File: src/rtl/hazard_unit_pkg.sv
// Shared types and constants for the pipeline hazard unit: forward-select
// encoding, memory-wait FSM states and the watchdog limit.
package hazard_unit_pkg;

    typedef enum logic [1:0] {
        FWD_RF = 2'b00,
        FWD_W  = 2'b01,
        FWD_M  = 2'b10
    } fwd_sel_e;

    typedef enum logic {
        RUN      = 1'b0,
        MEM_WAIT = 1'b1
    } hz_state_e;

    localparam logic [7:0] WAIT_LIMIT = 8'd255;

endpackage

File: src/rtl/hazard_unit_fwd_select.sv
// Operand forward selector: picks the youngest in-flight writer of rs_i,
// memory stage before writeback, never forwarding register x0.
module fwd_select
    import hazard_unit_pkg::*;
(
    input  logic [4:0] rs_i,
    input  logic [4:0] rd_m_i,
    input  logic       reg_write_m_i,
    input  logic [4:0] rd_w_i,
    input  logic       reg_write_w_i,
    output fwd_sel_e   fwd_o
);

    always_comb begin
        fwd_o = FWD_RF;
        if (reg_write_m_i && (rd_m_i != 5'd0) && (rd_m_i == rs_i)) begin
            fwd_o = FWD_M;
        end else if (reg_write_w_i && (rd_w_i != 5'd0) && (rd_w_i == rs_i)) begin
            fwd_o = FWD_W;
        end
    end

endmodule

File: src/rtl/hazard_unit.sv
// Pipeline hazard unit: forwarding, load-use/redirect control, memory-wait FSM
// with sticky watchdog. Define HAZARD_PERF_EN to add stall/flush cycle counters.
module hazard_unit
    import hazard_unit_pkg::*;
(
    input  logic       clk,
    input  logic       rst,
    input  logic [4:0] Rs1D,
    input  logic [4:0] Rs2D,
    input  logic [4:0] Rs1E,
    input  logic [4:0] Rs2E,
    input  logic [4:0] RdE,
    input  logic       RegWriteE,
    input  logic       ResultSrcE,
    input  logic       MemWriteE,
    input  logic       PCSrcE,
    input  logic       MemReadyM,
    output logic [1:0] ForwardA_E,
    output logic [1:0] ForwardB_E,
    output logic       StallF,
    output logic       StallD,
    output logic       StallE,
    output logic       StallM,
    output logic       FlushD,
    output logic       FlushE,
    output logic       FlushW,
    output logic       MemTimeout
`ifdef HAZARD_PERF_EN
    ,
    output logic [31:0] StallCount,
    output logic [31:0] FlushCount
`endif
);

    logic [4:0] rd_m_q, rd_m_d, rd_w_q, rd_w_d;
    logic       reg_write_m_q, reg_write_m_d;
    logic       result_src_m_q, result_src_m_d;
    logic       mem_write_m_q, mem_write_m_d;
    logic       reg_write_w_q, reg_write_w_d;
    hz_state_e  state_q, state_d;
    logic [7:0] wait_cnt_q, wait_cnt_d;
    logic       timeout_q, timeout_d;
    logic       mem_access_m, mem_stall, load_use;
    fwd_sel_e   fwd_a, fwd_b;

    assign mem_access_m = result_src_m_q | mem_write_m_q;

    // The cycle MemReadyM rises the access completes, so the pipeline advances then.
    assign mem_stall = ((state_q == MEM_WAIT) || mem_access_m) && !MemReadyM;
    assign load_use  = ResultSrcE && RegWriteE && (RdE != 5'd0)
                       && ((RdE == Rs1D) || (RdE == Rs2D));

    fwd_select u_fwd_a (
        .rs_i          (Rs1E),
        .rd_m_i        (rd_m_q),
        .reg_write_m_i (reg_write_m_q),
        .rd_w_i        (rd_w_q),
        .reg_write_w_i (reg_write_w_q),
        .fwd_o         (fwd_a)
    );

    fwd_select u_fwd_b (
        .rs_i          (Rs2E),
        .rd_m_i        (rd_m_q),
        .reg_write_m_i (reg_write_m_q),
        .rd_w_i        (rd_w_q),
        .reg_write_w_i (reg_write_w_q),
        .fwd_o         (fwd_b)
    );

    always_comb begin
        rd_m_d         = rd_m_q;
        reg_write_m_d  = reg_write_m_q;
        result_src_m_d = result_src_m_q;
        mem_write_m_d  = mem_write_m_q;
        rd_w_d         = rd_m_q;
        reg_write_w_d  = 1'b0;
        if (!mem_stall) begin
            rd_m_d         = RdE;
            reg_write_m_d  = RegWriteE;
            result_src_m_d = ResultSrcE;
            mem_write_m_d  = MemWriteE;
            reg_write_w_d  = reg_write_m_q;
        end
    end

    always_comb begin
        state_d    = state_q;
        wait_cnt_d = wait_cnt_q;
        case (state_q)
            RUN: begin
                if (mem_access_m && !MemReadyM) begin
                    state_d    = MEM_WAIT;
                    wait_cnt_d = 8'd0;
                end
            end
            MEM_WAIT: begin
                if (wait_cnt_q != WAIT_LIMIT) begin
                    wait_cnt_d = wait_cnt_q + 8'd1;
                end
                if (MemReadyM) begin
                    state_d = RUN;
                end
            end
            default: state_d = RUN;
        endcase
        timeout_d = timeout_q || (wait_cnt_d == WAIT_LIMIT);
    end

    always_ff @(posedge clk or posedge rst) begin
        if (rst) begin
            rd_m_q         <= 5'd0;
            reg_write_m_q  <= 1'b0;
            result_src_m_q <= 1'b0;
            mem_write_m_q  <= 1'b0;
            rd_w_q         <= 5'd0;
            reg_write_w_q  <= 1'b0;
            state_q        <= RUN;
            wait_cnt_q     <= 8'd0;
            timeout_q      <= 1'b0;
        end else begin
            rd_m_q         <= rd_m_d;
            reg_write_m_q  <= reg_write_m_d;
            result_src_m_q <= result_src_m_d;
            mem_write_m_q  <= mem_write_m_d;
            rd_w_q         <= rd_w_d;
            reg_write_w_q  <= reg_write_w_d;
            state_q        <= state_d;
            wait_cnt_q     <= wait_cnt_d;
            timeout_q      <= timeout_d;
        end
    end

    // A held redirect during a memory stall needs no pending flag: E is frozen,
    // so PCSrcE is still asserted on the first cycle the stall releases.
    always_comb begin
        ForwardA_E = 2'b00;
        ForwardB_E = 2'b00;
        StallF     = 1'b0;
        StallD     = 1'b0;
        StallE     = 1'b0;
        StallM     = 1'b0;
        FlushD     = 1'b0;
        FlushE     = 1'b0;
        FlushW     = 1'b0;
        MemTimeout = 1'b0;
        if (!rst) begin
            ForwardA_E = fwd_a;
            ForwardB_E = fwd_b;
            MemTimeout = timeout_d;
            if (mem_stall) begin
                StallF = 1'b1;
                StallD = 1'b1;
                StallE = 1'b1;
                StallM = 1'b1;
                FlushW = 1'b1;
            end else if (PCSrcE) begin
                FlushD = 1'b1;
                FlushE = 1'b1;
            end else if (load_use) begin
                StallF = 1'b1;
                StallD = 1'b1;
                FlushE = 1'b1;
            end
        end
    end

`ifdef HAZARD_PERF_EN
    logic [31:0] stall_count_q, flush_count_q;

    always_ff @(posedge clk or posedge rst) begin
        if (rst) begin
            stall_count_q <= 32'd0;
            flush_count_q <= 32'd0;
        end else begin
            if (StallF) stall_count_q <= stall_count_q + 32'd1;
            if (FlushE) flush_count_q <= flush_count_q + 32'd1;
        end
    end

    assign StallCount = stall_count_q;
    assign FlushCount = flush_count_q;
`endif

endmodule
File: config.mk
export PLATFORM = sky130hd
export DESIGN_NAME = hazard_unit
export DESIGN_NICKNAME = d
export VERILOG_FILES = /design/src/rtl/hazard_unit_pkg.sv /design/src/rtl/hazard_unit_fwd_select.sv /design/src/rtl/hazard_unit.sv
export SDC_FILE = /design/constraint.sdc
export NUM_CORES = 1
export LEC_CHECK = 0
export CAP_MARGIN = 20
export CORE_MARGIN = 1.5
export CORE_UTILIZATION = 25
export DETAILED_ROUTE_END_ITERATION = 10
export MAX_ROUTING_LAYER = met4
export RECOVER_POWER = 25
export SYNTH_ARGS = -nofsm -noshare
export SYNTH_HDL_FRONTEND = slang
export SYNTH_SLANG_ARGS = --single-unit
export TNS_END_PERCENT = 20
File: constraint.sdc
create_clock -name clk -period 6.1 [get_ports clk]
set_input_delay 0.915 -clock clk [delete_from_list [all_inputs] [get_ports clk]]
set_output_delay 0.915 -clock clk [all_outputs]
set_load 0.05 [all_outputs]
==> results.yml <==
outcome:
  status: "completed"
floorplan:
  rows: 28
  initial_core_util_pct: 26.3
  die_area_um2: 6780
  pin_count: 44
  die_w_um: 82.3
  core-area_um2: 5990
  dieHeight_um: 82.3
clock_tree:
  insertion_delay_ns: 0.27
  cts_resized: 0
  cts.sinks: 24
  clockBufferDepth: 2
  post_cts_buffers: 0
  post_cts_hold_buffer_count: 0
  cts_inserted_buffers: 3
  h-tree-depth: 1
  root_buffer: "clkbuf_8"
  path_clk_slew_ns: 0.08
  cts_tree: "yes"
global_route:
  grt_antenna_before_repair: 0
  grt_pass1_vias: 1215
  grt-ovfl-total: 0
  grtUsageTotal_pct: 11.9
  grt_pass1_wl_um: 5950
  grt_max_degree: 26
detailed_routing:
  viasPerCell: 4.78
  vias: 1320
  drt_iter0_markers: 120
  dr.pass1.iters: 4
  drt-wirelength-per-cell_um: 12.6
  route.detailed.drc: 0
  final_antenna_net_count: 0
  totalWireLength_um: 3490
sta:
  final.min_clock_period_ns: 4.81
  slew_headroom_pct: 11.7
  finalSetupViolations: 0
  worstMarginPinSlew_ns: 1.32
  slew_viol_final: 0
  hold_violations: 0
  max_freq_ghz: 0.208
  fin_setup_tns_ns: 0
  finalCritPeriodShare_pct: 78.8
  hold_slack_ns: 0.475
  finClkSkew_ns: 0.00708
  rsz0062_at_grt: "no"
logic_synthesis:
  syn_avg_cell_area_um2: 9.71
  synthFlopType: "dfrtp_1"
  synth_seq_area_share_pct: 38.2
  syn_nets: 195
  yosysUniqueCellTypes: 42
  syn_area_um2: 1570
  ys_ff_latch: 24
  yosys_warnings: 0
  async_flop_share_pct: 100
  syn_inst: 162
  synth_edf_count: 0
min_path:
  hold_class: "reg2reg"
critical_path:
  crit_fanout: 25
  start_kind: "primary input"
  cp_data_required_time_ns: 5.18
  path_class: "in2out"
  worstPathArrival_ns: 3.89
  cp-end-kind: "output pin"
  r2r_slack_ns: 3.91
placed_design:
  finalWeightedCongestion: 0.886
  dp_hpwl_um: 2730
  io_buffers: 43
power_and_ir_drop:
  total_power_uw: 460
  peakVddDrop_v: 0.0000790
  cellPowerDensity_nw_per_um2: 220
  p_leak_uw: 0.000789
final_layout:
  layout.nets: 236
  diodes: 0
  layout-drive-gt1-share_pct: 9.45
  syn_to_final_growth_pct: 32.8
flow_run:
  maxCapViolCount: 0
state kept, by name (all words and copies together), names as in the netlist:
name / count
rd_w_q: 5
state_q: 1
mem_write_m_q: 1
rd_m_q: 5
reg_write_m_q: 1
timeout_q: 1
wait_cnt_q: 8
reg_write_w_q: 1
result_src_m_q: 1
logic make-up (layout without fill, tap and decap cells):
family | after synthesis | count (layout) | share of synthesized area (%)
and+or+nand+nor | 53 | 53 | 18.0
DFF | 24 | 24 | 38.2
AOI/OAI and AO/OA | 28 | 28 | 14.5
buffers and inverters | 17 | 56 | 5.57
xor gates and xnor gates | 30 | 30 | 16.7
muxes | 9 | 9 | 6.29
adders and majority gates | 1 | 1 | 0.795
critical path, cell delays in order:
cell and delay (ns):
dlygate4sd3_1 0.69, inv_1 0.12, clkbuf_1 0.97, nand2_1 0.10, o21bai_1 0.24, clkdlybuf4s50_1 0.84
metrics by stage:
stage	setup slack (ns)	cell area, um^2	std cells	utilization [%]
2_1_floorplan	1.36	1570	162	-
3_3_place_gp	1.78	2050	273	34.2
3_5_place_dp	1.76	2050	273	34.2
4_1_cts	1.75	2090	276	34.9
5_1_grt	0.889	2090	276	34.9
6_report	1.29	2090	276	34.9
cell usage in the layout (no fill, tap or decap), types with 2 or more instances in the layout:
cell type,Yosys,routed
nor4_1,5,5
clkbuf_8,0,3
a21o_2,2,2
nor3_1,5,5
and3_2,2,2
xor2_1,10,10
clkdlybuf4s50_1,0,41
inv_1,9,9
nand4_1,2,2
xnor2_1,20,20
nand2_1,10,10
o21ai_0,5,5
or4_1,5,5
dlygate4sd3_1,0,2
mux2_2,7,7
nand3_1,11,11
dfrtp_1,24,24
a31oi_1,2,2
o31ai_1,2,2
mux2i_1,2,2
o211ai_1,2,2
nor2_1,8,8
a21oi_1,4,4
Yosys cell counts, types with 2 or more instances:
master,instances,area [um^2]
dfrtp_1,24,601
xnor2_1,20,175
nand3_1,11,55.1
nand2_1,10,37.5
xor2_1,10,87.6
inv_1,9,33.8
nor2_1,8,30.0
mux2_2,7,78.8
nor3_1,5,25.0
nor4_1,5,31.3
o21ai_0,5,25.0
or4_1,5,37.5
a21oi_1,4,20.0
buf_4,4,30.0
a21o_2,2,17.5
a31oi_1,2,12.5
and3_2,2,15.0
mux2i_1,2,20.0
nand4_1,2,12.5
o211ai_1,2,15.0
o31ai_1,2,15.0
per-layer routing:
| layer | global-route usage [%] | wire length, um | part of all wire [%] | vias to the layer above |
|---|---|---|---|---|
| met5 | - | 0 | 0 | - |
| met4 | 3.56 | 31 | 0.89 | 0 |
| met3 | 2.42 | 251 | 7.2 | 5 |
| met2 | 15.4 | 1370 | 39 | 61 |
| met1 | 18.2 | 1840 | 53 | 595 |
| li1 | - | - | - | 659 |
area by class of cell:
type / count / area (um^2)
fillers: 614 / 3900
multi-input cells: 121 / 885
flip-flops and latches: 24 / 601
repair buffers: 44 / 434
well taps: 75 / 93.8
clock buffers: 3 / 41.3
inverters: 9 / 33.8
final timing paths:
path	cells after the start	to	from
min in group asynchronous	3	rd_w_q[0]	rst
setup reg to reg	6	timeout_q	wait_cnt_q[0]
hold / removal	0	rd_w_q[4]	rd_m_q[4]
max in group asynchronous	3	wait_cnt_q[7]	rst
setup / recovery	6	StallD	rst
hold reg to reg	0	rd_w_q[4]	rd_m_q[4]
power by group:
group	internal [uW]	switching (uW)	total (uW)
Combinational	70.8	73.9	145
Sequential	184	38.2	222
Clock	44.2	49.2	93.4
No activity file was read; power rests on OpenSTA's default activity.
